## config.mk

```make
export PLATFORM = sky130hd
export DESIGN_NAME = draw_cmd_sequencer
export DESIGN_NICKNAME = d
export VERILOG_FILES = /design/src/rtl/draw_cmd_sequencer.sv
export SDC_FILE = /design/constraint.sdc
export NUM_CORES = 1
export LEC_CHECK = 0
export CAP_MARGIN = 30
export CORE_ASPECT_RATIO = 1.1
export CORE_MARGIN = 10
export CORE_UTILIZATION = 36
export CTS_CLUSTER_DIAMETER = 50
export DETAILED_ROUTE_END_ITERATION = 6
export GPL_TIMING_DRIVEN = 0
export SLEW_MARGIN = 10
export SYNTH_ARGS = -nofsm -noshare
export SYNTH_HDL_FRONTEND = slang
export SYNTH_SLANG_ARGS = --single-unit
```

## constraint.sdc

```tcl
create_clock -name clk -period 8.4 [get_ports clk]
set_input_delay 1.68 -clock clk [delete_from_list [all_inputs] [get_ports clk]]
set_output_delay 1.68 -clock clk [all_outputs]
set_load 0.05 [all_outputs]
```

## src/rtl/draw_cmd_sequencer.sv

```systemverilog
// draw_cmd_sequencer: buffers changed cells from the frame tracker and
// serialises each one into a window command plus CELL_PX*CELL_PX pixel beats.
module draw_cmd_sequencer #(
    parameter int unsigned DEPTH   = 8,
    parameter int unsigned CELL_PX = 15,
    parameter int unsigned PXW     = 8
) (
    input  logic           clk,
    input  logic           rst,
    input  logic           enable,
    input  logic           diff,
    input  logic [3:0]     x,
    input  logic [3:0]     y,
    input  logic [2:0]     obj_code,
    input  logic           sync,
    output logic           win_valid,
    input  logic           win_ready,
    output logic [PXW-1:0] col_start,
    output logic [PXW-1:0] col_end,
    output logic [PXW-1:0] row_start,
    output logic [PXW-1:0] row_end,
    output logic           px_valid,
    input  logic           px_ready,
    output logic [15:0]    px_color,
    output logic           frame_done,
    output logic           overflow,
    output logic           busy
);

    localparam int unsigned AW     = $clog2(DEPTH);
    localparam int unsigned NBEATS = CELL_PX * CELL_PX;
    localparam int unsigned CNTW   = $clog2(NBEATS) + 1;
    localparam logic [CNTW-1:0] LAST_BEAT = CNTW'(NBEATS - 1);

    typedef struct packed {
        logic [3:0] x;
        logic [3:0] y;
        logic [2:0] obj;
    } cell_t;

    typedef enum logic [1:0] {IDLE, WIN, FILL} state_t;

    state_t          state;
    cell_t           mem [DEPTH];
    cell_t           head;
    logic [AW:0]     wr_ptr;
    logic [AW:0]     rd_ptr;
    logic [AW:0]     fill;
    logic [AW:0]     fill_nxt;
    logic [CNTW-1:0] beat;
    logic            sync_pending;
    logic            empty;
    logic            full;
    logic            pop;
    logic            push;
    logic            drop;
    logic            last_beat;
    logic            idle_next;
    logic            done_fire;

    // RGB565 lookup for the object codes; reserved codes draw black
    function automatic logic [15:0] obj_color(input logic [2:0] code);
        case (code)
            3'd1:    obj_color = 16'h07E0;
            3'd2:    obj_color = 16'h03E0;
            3'd3:    obj_color = 16'hF800;
            3'd4:    obj_color = 16'hFFFF;
            default: obj_color = 16'h0000;
        endcase
    endfunction

    // FIFO status, handshake events and frame-done qualification
    always_comb begin
        fill      = wr_ptr - rd_ptr;
        empty     = (wr_ptr == rd_ptr);
        full      = (wr_ptr[AW] != rd_ptr[AW]) && (wr_ptr[AW-1:0] == rd_ptr[AW-1:0]);
        head      = mem[rd_ptr[AW-1:0]];
        pop       = (state == IDLE) && enable && !empty;
        // a pop in the same cycle frees a slot, so a full FIFO still accepts
        push      = enable && diff && (!full || pop);
        drop      = enable && diff && full && !pop;
        fill_nxt  = fill + (AW+1)'(push) - (AW+1)'(pop);
        last_beat = (state == FILL) && px_ready && (beat == LAST_BEAT);
        idle_next = ((state == IDLE) && !pop) || last_beat;
        done_fire = (sync_pending || sync) && (state == IDLE) && empty && !push;
    end

    // change FIFO storage; contents need no reset since pointers gate reads
    always_ff @(posedge clk) begin
        if (push) begin
            mem[wr_ptr[AW-1:0]] <= cell_t'({x, y, obj_code});
        end
    end

    // sequencer FSM with FIFO pointers and registered outputs
    always_ff @(posedge clk) begin
        if (rst) begin
            state        <= IDLE;
            wr_ptr       <= '0;
            rd_ptr       <= '0;
            beat         <= '0;
            sync_pending <= 1'b0;
            win_valid    <= 1'b0;
            px_valid     <= 1'b0;
            col_start    <= '0;
            col_end      <= '0;
            row_start    <= '0;
            row_end      <= '0;
            px_color     <= '0;
            frame_done   <= 1'b0;
            overflow     <= 1'b0;
            busy         <= 1'b0;
        end else begin
            if (push) wr_ptr <= wr_ptr + (AW+1)'(1);
            if (pop)  rd_ptr <= rd_ptr + (AW+1)'(1);
            if (drop) overflow <= 1'b1;
            busy       <= !idle_next || (fill_nxt != '0);
            frame_done <= done_fire;
            if (done_fire)  sync_pending <= 1'b0;
            else if (sync)  sync_pending <= 1'b1;

            case (state)
                IDLE: begin
                    if (pop) begin
                        col_start <= PXW'(head.x) * PXW'(CELL_PX);
                        col_end   <= PXW'(head.x) * PXW'(CELL_PX) + PXW'(CELL_PX - 1);
                        row_start <= PXW'(head.y) * PXW'(CELL_PX);
                        row_end   <= PXW'(head.y) * PXW'(CELL_PX) + PXW'(CELL_PX - 1);
                        px_color  <= obj_color(head.obj);
                        win_valid <= 1'b1;
                        state     <= WIN;
                    end
                end
                WIN: begin
                    if (win_ready) begin
                        win_valid <= 1'b0;
                        px_valid  <= 1'b1;
                        beat      <= '0;
                        state     <= FILL;
                    end
                end
                FILL: begin
                    if (px_ready) begin
                        if (beat == LAST_BEAT) begin
                            px_valid <= 1'b0;
                            state    <= IDLE;
                        end else begin
                            beat <= beat + CNTW'(1);
                        end
                    end
                end
                default: state <= IDLE;
            endcase
        end
    end

endmodule
```

=== Yosys cells after proc, flatten, opt, wreduce, memory -nomap -nowiden ===
Memory sizes are Yosys's and may differ from the RTL's. A register that Yosys moved wholly into a read port is not among the register bits.
Index checks and enable logic that the tools add are counted.

* Bits in registers: 73
* Memory bits (writable): 88
* Memories kept: 1

* Add/subtract/negate cells: 8
* $mul: 2
* Eq/ne operators: 15
* Mux-type cells: 21
* Reductions and logical operators: 32

{| class="wikitable"
|+ Memories
! memory !! depth !! bits a word !! read ports !! clocked after memory_dff !! wr ports !! line !! source
|-
| mem || 8 || 11 || 1 || 1 || 1 || 44 || <nowiki>cell_t mem [DEPTH];</nowiki>
|}

{| class="wikitable"
|+ Operators by type and width
! cell !! number
|-
| one-hot mux 16 bit (4 select lines) || 1
|-
| 2-to-1 mux 9 bit || 3
|-
| one-hot mux 9 bit (2 select lines) || 1
|-
| adder 8 x 4 -> 8 bit, second input constant || 2
|-
| multiplier 4 x 4 -> 8 bit, second input constant || 2
|-
| logical AND 1 bit || 13
|-
| AND reduction 4 bit || 3
|-
| adder 9 x 1 -> 9 bit, second input constant || 1
|-
| == test 9 x 8 -> 1 bit, second input constant || 1
|-
| adder 4 x 1 -> 4 bit, second input constant || 2
|-
| 2-to-1 mux 2 bit || 4
|-
| != test 2 bit, second input constant || 4
|-
| 2-to-1 mux 1 bit || 7
|-
| == test 3 x 2 -> 1 bit, second input constant || 2
|-
| 2-to-1 mux 3 bit || 2
|-
| one-hot mux 2 bit (3 select lines) || 1
|-
| logical NOT 1 bit || 5
|-
| adder 4 x 1 -> 4 bit || 1
|-
| == test 4 bit || 1
|-
| logical OR 1 bit || 4
|-
| one-hot mux 1 bit (2 select lines) || 2
|-
| nonzero test 2 bit || 2
|-
| nonzero test 4 bit || 1
|-
| subtractor 4 x 1 -> 4 bit || 1
|-
| 12 further kinds || 12
|}

=== Logic depth before layout (Yosys ltp) ===
* Depth after elaboration: 9
* Depth in mapped cells: 14

=== Worst setup path before layout ===
No wires, ideal clock.

* Path kind: input to register
* Start point: input enable
* End point: register busy
* Arrival: 4424 ps
* Data required time: 8268 ps
* Setup slack: 3843 ps
* Stages on the path: 12
* Cell sequence: or3b_1 > a41oi_2 > inv_2 > buf_2 > fa_1 > fa_1 > ha_1 > fa_1 > xnor2_1 > xnor2_1 > nor4_1 > a21oi_1

* Longest elaborated chain between the ends: 8
* Elaborated cells between the ends (all ways): 13

{| class="wikitable"
|+ Ends and longest elaborated chain
! what !! line !! source
|-
| start: declaration || 10 || <nowiki>input logic enable,</nowiki>
|-
| logical AND 1 bit (2 in a row) || 78 || <nowiki>pop = (state == IDLE) && enable && !empty;</nowiki>
|-
| logical OR 1 bit || 80 || <nowiki>push = enable && diff && (!full || pop);</nowiki>
|-
| logical AND 1 bit || 80 ||
|-
| adder 4 x 1 -> 4 bit || 82 || <nowiki>fill_nxt = fill + (AW+1)'(push) - (AW+1)'(pop);</nowiki>
|-
| subtractor 4 x 1 -> 4 bit || 82 ||
|-
| nonzero test 4 bit || 117 || <nowiki>busy <= !idle_next || (fill_nxt != '0);</nowiki>
|-
| logical OR 1 bit (*) || 117 ||
|-
| end signal: assignment || 117 ||
|-
| end: declaration || 27 || <nowiki>output logic busy</nowiki>
|}

Mark *: on every way between the ends. The rest lies on a longest branch, timed or not.
A chain may end at the register's enable or synchronous reset.

==> results.cfg <==
[status]
status = finished, final reports clean

[final_layout]
register_area_um2 = 3880
drive_gt1_frac = 0.165
multiInputGateArea_um2 = 2870
nets = 721
diodes = 0
area_growth_pct = 25.1
post-route-util = 0.460
stdcell_count = 918
fillCellCount = 1737

[power_and_ir_drop]
p_clk_frac = 0.329
seq_power_share = 0.339
power.internal_uw = 1670
finalPower_uw = 2490
switchingPower_uw = 818
power_density_nw_per_um2 = 282
p_comb_frac = 0.331
leakage_uw = 0.00312
ir_drop_uv = 157
switching_share = 0.329

[routing]
vias = 4492
ant_nets = 0
detail_route.wl_per_cell_um = 16.7
viasPerCell = 4.89
finalWirelength_mm = 15.3
drt_iter0_drc = 249
dr.pass1.iters = 4
post-route-drc-count = 0

[sta]
slew-limit-headroom = 0.526
setup_viol_count_final = 0
rsz0062_at_grt = false
fmax_ghz = 0.193
period_share = 0.616
tns_ns = 0
hold_violations = 0
worst_pin_slew_ns = 0.708
fin_skew_ns = 0.00648
final.min_clock_period_ns = 5.17
final_max_slew_viol_count = 0

[critical_path]
worstPathCellList = buf_6 -> buf_2 -> mux4_2 -> mux2i_1 -> inv_1 -> fa_1 -> fa_1 -> inv_1 -> fa_1 -> xnor2_1 -> a21boi_1 -> nor3b_1 -> nand3b_1 -> a311oi_1
critPathMaxStageDelay_ns = 0.58
ff2ff_path_depth = 14
crit_required_ns = 8.73
critPathLaunchType = register
r2r_end = row_end[7]$_SDFFE_PP0P_
endpoint = row_end[7]$_SDFFE_PP0P_
cp-end-kind = register
r2r_setup_slack_ns = 3.23
cpMostUsedCell = fa_1
cp_slowest_cell = fa_1
cp.arrival_ns = 5.50
crit_type = reg -> reg
worstPathMaxFanout = 10

[die]
fp.dieH_um = 167
rows = 53
die_w_um = 153
die_area_um2 = 25600
initial_core_util = 0.368
core_um2 = 19200
io-pin-count = 71

[logic_synthesis]
synth_area_um2 = 7050
ys_warn_count = 0
syn_inst = 560
syn-num-nets = 623
synth_flop_cell = edfxtp_1
ys_ff_latch = 150
synthArstFlopShare = 0
synth.avg_cell_area_um2 = 12.6
synth_edf_count = 88
synth.distinct_cells = 57
ys_seq_area_frac = 0.551

[worst_hold_path]
worst_hold_path_type = reg -> reg
hold_path.startpoint = row_start[4]$_SDFFE_PP0P_
hold_depth = 2

[clocking]
post_cts_buffers = 0
clockBufferDepth = 2
numCtsBuffers = 17
clock-sinks = 150
cts_tree = yes
cts_root_buf = clkbuf_16
worstSkewPairLatency_ns = 0.42
cts-resized-gates = 0
ctsHtreeMaxLevel = 4
clk_pin_slew_ns = 0.06
ctsHoldBuffers = 0

[global_route]
grt_first_pass_wirelength_mm = 25.1
grt_usage = 0.122
grt_start_max_net_pins = 17
grt_pass1_vias = 4728
antenna_found_initial = 1
gr-total-overflow = 0

[placed_design]
dp_cells = 886
port_buffers = 69
dpl.hpwl_mm = 11.5
gp_congestion = 0.795

[run]
cap_violations = 0
[layout make-up]
class | instances | area share
Sequential cell | 150 | 0.440
Multi-Input combinational cell | 342 | 0.326
Timing Repair Buffer | 79 | 0.0881
Clock buffer | 18 | 0.0487
Tap cell | 247 | 0.0350
Buffer | 36 | 0.0243
Clock inverter | 14 | 0.0241
Inverter | 32 | 0.0136
[layer usage]
layer,track usage,share of wire,vias to the layer above
met2,0.213,0.50,87
met1,0.139,0.43,2179
met3,0.0355,0.050,21
met5,0,0,-
li1,-,-,2205
met4,0.0440,0.019,0
[flip-flops by register name (all words and copies together), names as in the netlist, 2 cells and up, named ones only]
name       count
row_end        7
col_start      8
px_color       4
rd_ptr         4
state          2
beat           9
mem           88
col_end        7
row_start      8
wr_ptr         4
[power groups by stage]
stage | sequential, uW | combinational [uW] | clock, uW
2_1_floorplan | 961 | 528 | 0
3_3_place_gp | 859 | 816 | 0
3_5_place_dp | 860 | 828 | 0
4_1_cts | 845 | 834 | 835
5_1_grt | 850 | 916 | 865
6_report | 844 | 825 | 819
[layout by cell type, fill, tap and decap left out, drive strengths merged, types with 3 or more instances in the layout]
cell | netlist | layout
fa | 13 | 13
nor4 | 6 | 6
buf | 26 | 36
mux4 | 22 | 22
a21oi | 33 | 33
clkdlybuf4s50 | 0 | 69
dfxtp | 62 | 62
or3 | 3 | 3
edfxtp | 88 | 88
nor2 | 48 | 48
nand2 | 52 | 52
and3 | 4 | 4
nand3 | 6 | 6
ha | 32 | 32
nand2b | 5 | 5
clkbuf | 10 | 28
o21ai | 8 | 8
nor3 | 9 | 9
a21boi | 3 | 3
mux2i | 8 | 8
xnor2 | 19 | 19
bufinv | 0 | 4
a211oi | 11 | 11
nand3b | 4 | 4
nor4b | 7 | 7
mux2 | 3 | 3
nor3b | 5 | 5
inv | 32 | 39
nand4 | 5 | 5
clkinv | 0 | 3
xor2 | 9 | 9
[Yosys cell counts, types with 3 or more instances]
| cell type | number | area, um^2 |
|---|---|---|
| dfxtp_1 | 62 | 1240 |
| nor3_1 | 8 | 40.0 |
| ha_1 | 32 | 400 |
| a211oi_1 | 9 | 67.6 |
| mux4_2 | 19 | 428 |
| nand4_1 | 5 | 31.3 |
| nand2_1 | 52 | 195 |
| fa_1 | 13 | 260 |
| mux4_1 | 3 | 78.8 |
| nand3_1 | 6 | 30.0 |
| nor3b_1 | 5 | 37.5 |
| mux2i_1 | 6 | 60.1 |
| nand2b_1 | 5 | 31.3 |
| or3_1 | 3 | 18.8 |
| o21ai_0 | 3 | 15.0 |
| edfxtp_1 | 88 | 2640 |
| o21ai_1 | 4 | 20.0 |
| a21oi_1 | 33 | 165 |
| nor4b_1 | 7 | 61.3 |
| buf_4 | 16 | 120 |
| nand3b_1 | 4 | 30.0 |
| mux2_2 | 3 | 33.8 |
| and3_1 | 3 | 18.8 |
| xor2_1 | 9 | 78.8 |
| buf_2 | 9 | 45.0 |
| inv_1 | 30 | 113 |
| clkbuf_1 | 10 | 37.5 |
| xnor2_1 | 19 | 166 |
| nor4_1 | 6 | 37.5 |
| nor2_1 | 48 | 180 |
[kinds of logic after synthesis]
family / Yosys count / synth area share
buffers and inverters: 68 / 0.0474
DFF: 150 / 0.551
muxes: 33 / 0.0916
adders and majority gates: 45 / 0.0937
and+or+nand+nor: 164 / 0.115
xor gates and xnor gates: 28 / 0.0348
AOI/OAI and AO/OA: 72 / 0.0672
[how the worst min path moves through the flow]
| stage | endpoint | slack (ns) |
|---|---|---|
| after CTS | row_start[4]$_SDFFE_PP0P_ | 0.45 |
| after floorplan | sync_pending$_SDFFE_PP0P_ | 0.45 |
| after detailed placement | row_start[4]$_SDFFE_PP0P_ | 0.45 |
| final | row_start[4]$_SDFFE_PP0P_ | 0.45 |
| after global placement | col_end[4]$_SDFFE_PP0P_ | 0.45 |
| after global routing | row_start[1]$_SDFFE_PP0P_ | 0.47 |
[through the flow]
step / setup slack (ns) / hold WS (ns) / instance area [um^2]
after floorplan: 3.84 / 0.452 / 7050
after global placement: 2.95 / 0.447 / 8050
after detailed placement: 2.94 / 0.447 / 8180
after CTS: 3.17 / 0.455 / 8820
after global routing: 2.79 / 0.474 / 8820
final: 3.23 / 0.453 / 8820
[critical path, delay by kind of cell, from the launching register on]
kind | cells | cell delay, ns
xor+xnor | 1 | 0.36
buf+inv | 4 | 0.83
fa+ha+maj | 3 | 1.51
compound gates | 2 | 0.52
mux | 2 | 1.02
simple gates | 2 | 0.38
flops | 1 | 0.46
Note: power is estimated with default switching activity, not from simulation.
